--- config.mk ---
export PLATFORM = sky130hd
export DESIGN_NAME = core_endpoint
export DESIGN_NICKNAME = d
export VERILOG_FILES = /design/src/rtl/core_endpoint_pkg.sv /design/src/rtl/endpoint_vc_fifo.sv /design/src/rtl/core_endpoint.sv
export SDC_FILE = /design/constraint.sdc
export NUM_CORES = 1
export LEC_CHECK = 0
export ABC_AREA = 1
export CORE_MARGIN = 2
export CORE_UTILIZATION = 40
export CTS_CLUSTER_DIAMETER = 30
export DETAILED_ROUTE_END_ITERATION = 12
export GPL_ROUTABILITY_DRIVEN = 0
export SYNTH_ARGS = -nofsm -noshare
export SYNTH_HDL_FRONTEND = slang
export SYNTH_HIERARCHICAL = 1
export SYNTH_SLANG_ARGS = --single-unit
--- constraint.sdc ---
create_clock -name clk -period 3.6 [get_ports clk]
set_clock_uncertainty 0.05 [all_clocks]
set_input_delay 0.9 -clock clk [delete_from_list [all_inputs] [get_ports clk]]
set_output_delay 0.9 -clock clk [all_outputs]
set_load 0.05 [all_outputs]
--- src/rtl/core_endpoint_pkg.sv ---
// rtl/core_endpoint_pkg.sv - flit types, field offsets and TX state encoding for core_endpoint
package core_endpoint_pkg;

    localparam logic [1:0] FT_BODY   = 2'b00;
    localparam logic [1:0] FT_HEAD   = 2'b01;
    localparam logic [1:0] FT_TAIL   = 2'b10;
    localparam logic [1:0] FT_SINGLE = 2'b11;

    localparam logic [1:0] ST_IDLE    = 2'd0;
    localparam logic [1:0] ST_HEAD    = 2'd1;
    localparam logic [1:0] ST_PAYLOAD = 2'd2;

    function automatic int type_lsb(input int data_width);
        return data_width - 2;
    endfunction

    function automatic int vc_lsb(input int data_width, input int vc_bits);
        return data_width - 2 - vc_bits;
    endfunction

endpackage

--- src/rtl/endpoint_vc_fifo.sv ---
// rtl/endpoint_vc_fifo.sv - per-VC receive FIFO with registered empty/full status
module endpoint_vc_fifo #(
    parameter int DATA_WIDTH = 32,
    parameter int DEPTH_BITS = 2
) (
    input  logic                  clk,
    input  logic                  reset,
    input  logic                  push,
    input  logic [DATA_WIDTH-1:0] push_data,
    input  logic                  pop,
    output logic [DATA_WIDTH-1:0] head_data,
    output logic                  empty,
    output logic                  full,
    output logic                  drop
);
    localparam int DEPTH = 1 << DEPTH_BITS;

    logic [DATA_WIDTH-1:0] mem [DEPTH];
    logic [DEPTH_BITS-1:0] wr_ptr;
    logic [DEPTH_BITS-1:0] rd_ptr;
    logic [DEPTH_BITS:0]   count;
    logic [DEPTH_BITS:0]   count_next;
    logic                  do_pop;
    logic                  do_push;

    // A pop in the same cycle frees the slot, so a full FIFO still accepts the push.
    assign do_pop    = pop && !empty;
    assign do_push   = push && (!full || do_pop);
    assign drop      = push && !do_push;
    assign head_data = mem[rd_ptr];

    always_comb begin
        count_next = count;
        if (do_push && !do_pop)
            count_next = count + (DEPTH_BITS+1)'(1);
        else if (!do_push && do_pop)
            count_next = count - (DEPTH_BITS+1)'(1);
    end

    always_ff @(posedge clk) begin
        if (do_push)
            mem[wr_ptr] <= push_data;
    end

    always_ff @(posedge clk) begin
        if (reset) begin
            wr_ptr <= '0;
            rd_ptr <= '0;
            count  <= '0;
            empty  <= 1'b1;
            full   <= 1'b0;
        end else begin
            if (do_push)
                wr_ptr <= wr_ptr + DEPTH_BITS'(1);
            if (do_pop)
                rd_ptr <= rd_ptr + DEPTH_BITS'(1);
            count <= count_next;
            empty <= (count_next == '0);
            full  <= (count_next == (DEPTH_BITS+1)'(DEPTH));
        end
    end

endmodule

--- src/rtl/core_endpoint.sv ---
// rtl/core_endpoint.sv - core-side packetizer and per-VC receive buffering for a router tile
module core_endpoint
    import core_endpoint_pkg::*;
#(
    parameter int DATA_WIDTH    = 32,
    parameter int VC_BITS       = 1,
    parameter int VC_DEPTH_BITS = 2,
    parameter int ID_BITS       = 4,
    parameter int FLOW_BITS     = 8,
    parameter int LEN_BITS      = 4
) (
    input  logic                            clk,
    input  logic                            reset,
    input  logic                            tx_req,
    input  logic [ID_BITS-1:0]              tx_dest,
    input  logic [FLOW_BITS-1:0]            tx_flow,
    input  logic [VC_BITS-1:0]              tx_vc,
    input  logic [LEN_BITS-1:0]             tx_len,
    output logic                            tx_busy,
    input  logic [DATA_WIDTH-3-VC_BITS:0]   tx_data,
    output logic                            tx_data_ready,
    output logic [DATA_WIDTH-1:0]           core_data_in,
    output logic                            core_valid_in,
    input  logic [(1<<VC_BITS)-1:0]         core_full_out,
    input  logic [DATA_WIDTH-1:0]           core_data_out,
    input  logic                            core_valid_out,
    output logic [(1<<VC_BITS)-1:0]         core_empty_in,
    output logic [(1<<VC_BITS)-1:0]         core_full_in,
    input  logic [VC_BITS-1:0]              rx_vc,
    input  logic                            rx_pop,
    output logic [DATA_WIDTH-1:0]           rx_flit,
    output logic                            rx_valid,
    output logic                            rx_overflow
);
    localparam int NUM_VCS = 1 << VC_BITS;
    localparam int PW      = DATA_WIDTH - 2 - VC_BITS;
    localparam int VC_LSB  = vc_lsb(DATA_WIDTH, VC_BITS);

    logic [1:0]           state;
    logic [ID_BITS-1:0]   dest_q;
    logic [FLOW_BITS-1:0] flow_q;
    logic [VC_BITS-1:0]   vc_q;
    logic [LEN_BITS-1:0]  cnt;
    logic                 stall;
    logic                 launch;
    logic [1:0]           ftype;
    logic [PW-1:0]        flit_low;

    assign stall         = core_full_out[vc_q];
    assign tx_busy       = (state != ST_IDLE);
    assign tx_data_ready = (state == ST_PAYLOAD) && !stall;

    always_comb begin
        launch   = 1'b0;
        ftype    = FT_BODY;
        flit_low = tx_data;
        case (state)
            ST_HEAD: begin
                launch   = !stall;
                ftype    = (cnt == '0) ? FT_SINGLE : FT_HEAD;
                flit_low = {{(PW-FLOW_BITS-ID_BITS){1'b0}}, flow_q, dest_q};
            end
            ST_PAYLOAD: begin
                launch = !stall;
                ftype  = (cnt == LEN_BITS'(1)) ? FT_TAIL : FT_BODY;
            end
            default: ;
        endcase
    end

    // cnt holds the latched length while in HEAD and counts remaining words in PAYLOAD.
    always_ff @(posedge clk) begin
        if (reset) begin
            state         <= ST_IDLE;
            core_valid_in <= 1'b0;
            core_data_in  <= '0;
            dest_q        <= '0;
            flow_q        <= '0;
            vc_q          <= '0;
            cnt           <= '0;
        end else begin
            core_valid_in <= launch;
            if (launch)
                core_data_in <= {ftype, vc_q, flit_low};
            case (state)
                ST_IDLE: begin
                    if (tx_req) begin
                        dest_q <= tx_dest;
                        flow_q <= tx_flow;
                        vc_q   <= tx_vc;
                        cnt    <= tx_len;
                        state  <= ST_HEAD;
                    end
                end
                ST_HEAD: begin
                    if (!stall)
                        state <= (cnt == '0) ? ST_IDLE : ST_PAYLOAD;
                end
                ST_PAYLOAD: begin
                    if (!stall) begin
                        cnt <= cnt - LEN_BITS'(1);
                        if (cnt == LEN_BITS'(1))
                            state <= ST_IDLE;
                    end
                end
                default: state <= ST_IDLE;
            endcase
        end
    end

    logic [VC_BITS-1:0]    in_vc;
    logic [NUM_VCS-1:0]    drop;
    logic [DATA_WIDTH-1:0] fifo_head [NUM_VCS];

    assign in_vc = core_data_out[VC_LSB +: VC_BITS];

    for (genvar v = 0; v < NUM_VCS; v++) begin : g_vc
        endpoint_vc_fifo #(
            .DATA_WIDTH (DATA_WIDTH),
            .DEPTH_BITS (VC_DEPTH_BITS)
        ) u_fifo (
            .clk       (clk),
            .reset     (reset),
            .push      (core_valid_out && (in_vc == VC_BITS'(v))),
            .push_data (core_data_out),
            .pop       (rx_pop && (rx_vc == VC_BITS'(v))),
            .head_data (fifo_head[v]),
            .empty     (core_empty_in[v]),
            .full      (core_full_in[v]),
            .drop      (drop[v])
        );
    end

    assign rx_flit  = fifo_head[rx_vc];
    assign rx_valid = !core_empty_in[rx_vc];

    always_ff @(posedge clk) begin
        if (reset)
            rx_overflow <= 1'b0;
        else if (|drop)
            rx_overflow <= 1'b1;
    end

endmodule

# Word-level counts from Yosys, hierarchy flattened
# Memories as Yosys holds them, arrays and structs flattened. A register that Yosys moved wholly into a read port is not among the register bits.
# Cells that the tools add are included.
[op_classes]
n_mul = 0
n_bitwise = 3
mux = 33
add_sub_neg = 9
shifts = 0
n_div = 0
reduce_logical = 38
n_lt_le_gt_ge = 3
n_eq_ne = 9
[ops]
columns = ["cell", "n"]
rows = [
  ["two-way mux 32 bit", 3],
  ["two-way mux 29 bit", 1],
  ["two-way mux 2 bit", 11],
  ["logical AND 1 bit", 15],
  ["two-way mux 3 bit", 4],
  ["logical NOT 1 bit", 10],
  ["two-way mux 1 bit", 9],
  ["adder 2 x 1 -> 2 bit (second input constant)", 4],
  ["two-way mux 4 bit", 2],
  ["case mux 4 bit (2 select lines)", 1],
  ["adder 3 x 1 -> 3 bit (second input constant)", 2],
  ["equality test 3 bit (second input constant)", 2],
  ["logical NOT 3 bit", 2],
  ["inequality test 2 bit (second input constant)", 3],
  ["case mux 2 bit (3 select lines)", 1],
  ["subtractor 3 x 1 -> 3 bit (second input constant)", 2],
  ["equality test 4 x 1 -> 1 bit (second input constant)", 1],
  ["logical NOT 4 bit", 1],
  ["less-than comparator 1 x 2 -> 1 bit (second input constant)", 2],
  ["case mux 2 bit (2 select lines)", 1],
  ["AND reduction 4 bit", 1],
  ["nonzero test 2 bit", 2],
  ["OR reduction 2 bit", 2],
  ["subtractor 4 x 1 -> 4 bit (second input constant)", 1],
  ["other kinds (10)", 12],
]
[word_totals]
in_bits = 86
latchBits = 0
register_bits = 71
word_cells = 115
ram_bits = 256
n_memories = 2
rom_bits = 0
out_inout_bits = 73
[memory_table]
columns = ["name", "depth", "word_bits", "rd", "rd_ports_with_merged_regs", "wr", "line_no", "source"]
rows = [
  ["g_vc[0].u_fifo.mem", 4, 32, 1, 1, 1, "endpoint_vc_fifo.sv:18", "logic [DATA_WIDTH-1:0] mem [DEPTH];"],
  ["g_vc[1].u_fifo.mem", 4, 32, 1, 1, 1, "endpoint_vc_fifo.sv:18", ""],
]

# Depth between registers and ports, before layout
# Gate-level depths: netlist of the first run.
[logic_depth]
ltp_word = 10
depth_mapped = 12
mapped_depth_nobuf = 11

# By module
# Netlist of the first run, hierarchy kept.
[modules_own_cells]
columns = ["module", "instances", "seq_area_each_um2", "area_each_um2", "cells_per_inst"]
rows = [
  ["endpoint_vc_fifo at g_vc[0].u_fifo", 1, 4063.9, 5317.6, 399],
  ["endpoint_vc_fifo at g_vc[1].u_fifo", 1, 4063.9, 5308.8, 393],
  ["core_endpoint", 1, 1061.0, 2763.9, 347],
]

# Worst setup path after synthesis of the first run
# OpenSTA, ideal clock, no wires.
[synth_timing]
path_kind = "input to register"
start = "input port rx_vc"
end = "memory g_vc[0].u_fifo.mem[0][0], enable pin"
n_path_buf = 2
setup_ns = 0.421
required_ns = 3.129
stages = 7
setup_slack_ns = -0.076
arrival_ns = 3.205
path_cell_list = "buf_2 > buf_2 > nor2_1 > nand2_2 > nand2_1 > nand2_1 > nor2_1"
[synth_via]
elab_chain_cells = 7
[synth_rtl]
columns = ["item", "line_no", "source"]
rows = [
  ["start, declared", "core_endpoint.sv:29", "input logic [VC_BITS-1:0] rx_vc,"],
  ["NOT 1 bit", "core_endpoint.sv:126", ".pop (rx_pop && (rx_vc == VC_BITS'(v))),"],
  ["logical AND 1 bit", "core_endpoint.sv:126", ""],
  ["logical AND 1 bit", "endpoint_vc_fifo.sv:27", "assign do_pop = pop && !empty;"],
  ["logical OR 1 bit", "endpoint_vc_fifo.sv:28", "assign do_push = push && (!full || do_pop);"],
  ["logical AND 1 bit", "endpoint_vc_fifo.sv:28", ""],
  ["two-way mux 1 bit", "endpoint_vc_fifo.sv:41", "if (do_push)"],
  ["two-way mux 1 bit (not written as such)", "endpoint_vc_fifo.sv:42", "mem[wr_ptr] <= push_data;"],
  ["end, declared", "endpoint_vc_fifo.sv:18", ""],
]
# Every way passes these cells.

==> flow_metrics.tcl, run 1 <==
set metrics [dict create \
    coreArea_um2 33280 \
    max_cap_violations 0 \
    finalHoldViolations 0 \
    ys_warn_count 6 \
    cts-resized-gates 0 \
    syn_area_um2 13390 \
    syn-num-nets 1243 \
    antenna_cells 0 \
    fin_util 0.5377 \
    syn_area_per_cell_um2 11.76 \
    yosysTopAreaCell "edfxtp_1" \
    status "finished, final reports clean" \
    die_y_um 187.0 \
    worstSkewPairLatency_ns 0.55 \
    antenna_found_initial 0 \
    first_iter_violations 741 \
    mostFrequentLayoutCells "edfxtp_1 (256), nor2_1 (179), o21ai_0 (151)" \
    p_comb_frac 0.177 \
    final_layout_size_suffix_gt1_frac 0.1855 \
    cts_tree "built" \
    dp.cells 1709 \
    first_global_vias 9323 \
    worstPathRequired_ns 2.65 \
    cellInternalPower_mw 9.281 \
    wirelength_mm 31.10 \
    track_usage 0.1813 \
    start_util 0.4023 \
    grt_max_degree 65 \
    endpoint_kind "output port" \
    via_count 9136 \
    hold_class "reg2reg" \
    vdd_drop_max_uv 442.5 \
    sw_frac_of_total 0.2897 \
    wl_per_cell_um 16.91 \
    postCtsSetupBuffers 0 \
    ys_types 33 \
    syn_to_final_growth_pct 33.63 \
    die_x_um 187.0 \
    yosys-top-cells-area "edfxtp_1 (57%), dfxtp_1 (11%), o21ai_0 (5.6%)" \
    rows 67 \
    drc_errors 0 \
    routed.top_layer "met4" \
    crit_fanout 64 \
    wl_met3_mm 2.117 \
    p_switching_mw 3.786 \
    path_class "reg2out" \
    grt_pass1_wl_mm 50.49 \
    netlist_instances 1139 \
    mostFrequentLayoutCell "edfxtp_1" \
    port_buffers 158 \
    power_density_nw_per_um2 730.3 \
    firstDrtPassIters 5 \
    htreeDepth 3 \
    worst_slew_pin_slew_ns 0.6650 \
    startpoint_type "flip-flop" \
    cts_made_buffers 70 \
    dpl.hpwl_mm 18.73 \
    pwr-share-seq 0.346 \
    ant_nets 0 \
    nets 1437 \
    setup_violations 0 \
    cp.arrival_ns 2.37 \
    dpl_worst_slack_ns 0.6021 \
    final_cells 1839 \
    m1WireLength_mm 13.43 \
    async_flop_share 0 \
    grt_overflow 0 \
    rsz0062_at_grt "false" \
    wl_met2_mm 14.92 \
    min_period_ns 3.323 \
    p_clk_frac 0.477 \
    holdBufCountCts 0 \
    clock_path_buffers 3 \
    synth-seq-cells 331 \
    dieArea_um2 34960 \
    ys_seq_area_frac 0.6862 \
    path_clk_slew_ns 0.05 \
    io_pins 159 \
    ys.flop_type "edfxtp_1" \
    cts_sinks 331 \
    setup_slack_ns 0.2768 \
    p_leak_nw 6.657 \
    period_share 0.9231 \
    slew_headroom 0.5562 \
    fmax_mhz 300.9 \
    clockRootBuffer "clkbuf_16" \
    slew_violations 0 \
    synth-edff-count 256 \
    via_per_inst 4.968 \
    yosysTopAreaCellShare 0.5741 \
]
==> state kept, by name, summed over array words and instances, names as in the netlist, 2 cells and up, named ones only <==
name	flops
g_vc.u_fifo/mem	256
core_data_in	32
flow_q	8
g_vc.u_fifo/count	6
cnt	4
dest_q	4
g_vc.u_fifo/rd_ptr	4
g_vc.u_fifo/wr_ptr	4
g_vc.u_fifo/empty	2
g_vc.u_fifo/full	2
state	2
==> final timing paths <==
kind / from / to / slack, ns / depth (start not counted)
setup / recovery: flip-flop / rx_flit[30] / 0.28 / 5
hold / removal: cnt[1] / cnt[1] / 0.41 / 2
setup reg to reg: state[1] / core_data_in[1] / 1.74 / 7
hold reg to reg: cnt[1] / cnt[1] / 0.41 / 2
==> routing by layer <==
metal	track usage	vias up
met1	0.2356	4347
met2	0.2967	257
met4	0.05739	0
met3	0.04859	57
li1	-	4475
met5	0	-
==> power groups by stage <==
stage	clock network [mW]	registers (mW)	logic [mW]
global placement	0	4.58	2.31
floorplan	0	4.96	1.24
detailed placement	0	4.59	2.33
finish	6.24	4.53	2.31
CTS	6.33	4.53	2.34
global route	6.55	4.56	2.54
==> Yosys cell counts (all sizes together), types with 2 or more instances <==
cell type,count
edfxtp,256
nor2,192
o21ai,168
nand2,117
dfxtp,75
inv,67
o22ai,64
nand3,53
buf,39
mux2,32
clkbuf,20
ha,18
a21oi,17
o211a,12
nand4,4
xor2,2
==> final cells by class <==
class | instances | area (um^2)
clock buffers | 91 | 1932
repair buffers | 181 | 1827
well taps | 448 | 560.5
clock inverters | 39 | 419.2
fillers | 2854 | 15390
inverters | 67 | 259.0
multi-input cells | 682 | 3705
flip-flops and latches | 331 | 9191
==> cells by family after synthesis <==
kind of cell / Yosys count / share of synthesized area
mux: 33 / 0.02766
flops: 331 / 0.6862
buf+inv: 126 / 0.04158
simple gates: 367 / 0.1147
fa+ha+maj: 18 / 0.01682
xor+xnor: 3 / 0.001963
compound gates: 261 / 0.1111
==> metrics by stage <==
| step | power (mW) | TNS [ns] | area [um^2] | hold WS (ns) |
|---|---|---|---|---|
| global placement | 6.894 | 0 | 15540 | 0.4044 |
| floorplan | 6.198 | -9.785 | 13390 | 0.3893 |
| detailed placement | 6.915 | 0 | 15540 | 0.4059 |
| CTS | 13.19 | 0 | 17890 | 0.4121 |
| finish | 13.07 | 0 | 17890 | 0.4139 |
| global route | 13.64 | 0 | 17890 | 0.4489 |
==> critical path: stages (launching register included) <==
cell and delay (ns):
dfxtp_2 0.33, buf_4 0.51, o21ai_0 0.19, o22ai_1 0.35, mux2_2 0.24, buf_4 0.19
No activity file was read; power rests on OpenSTA's default activity.
==> run 2, diff against run 1 <==
Settings changed: ABC_CLOCK_PERIOD_IN_PS set to 3600, HOLD_SLACK_MARGIN set to 0.05.
==> results of run 2 <==
Same layout as run 1: the final DEF is identical, and so are final timing and power.
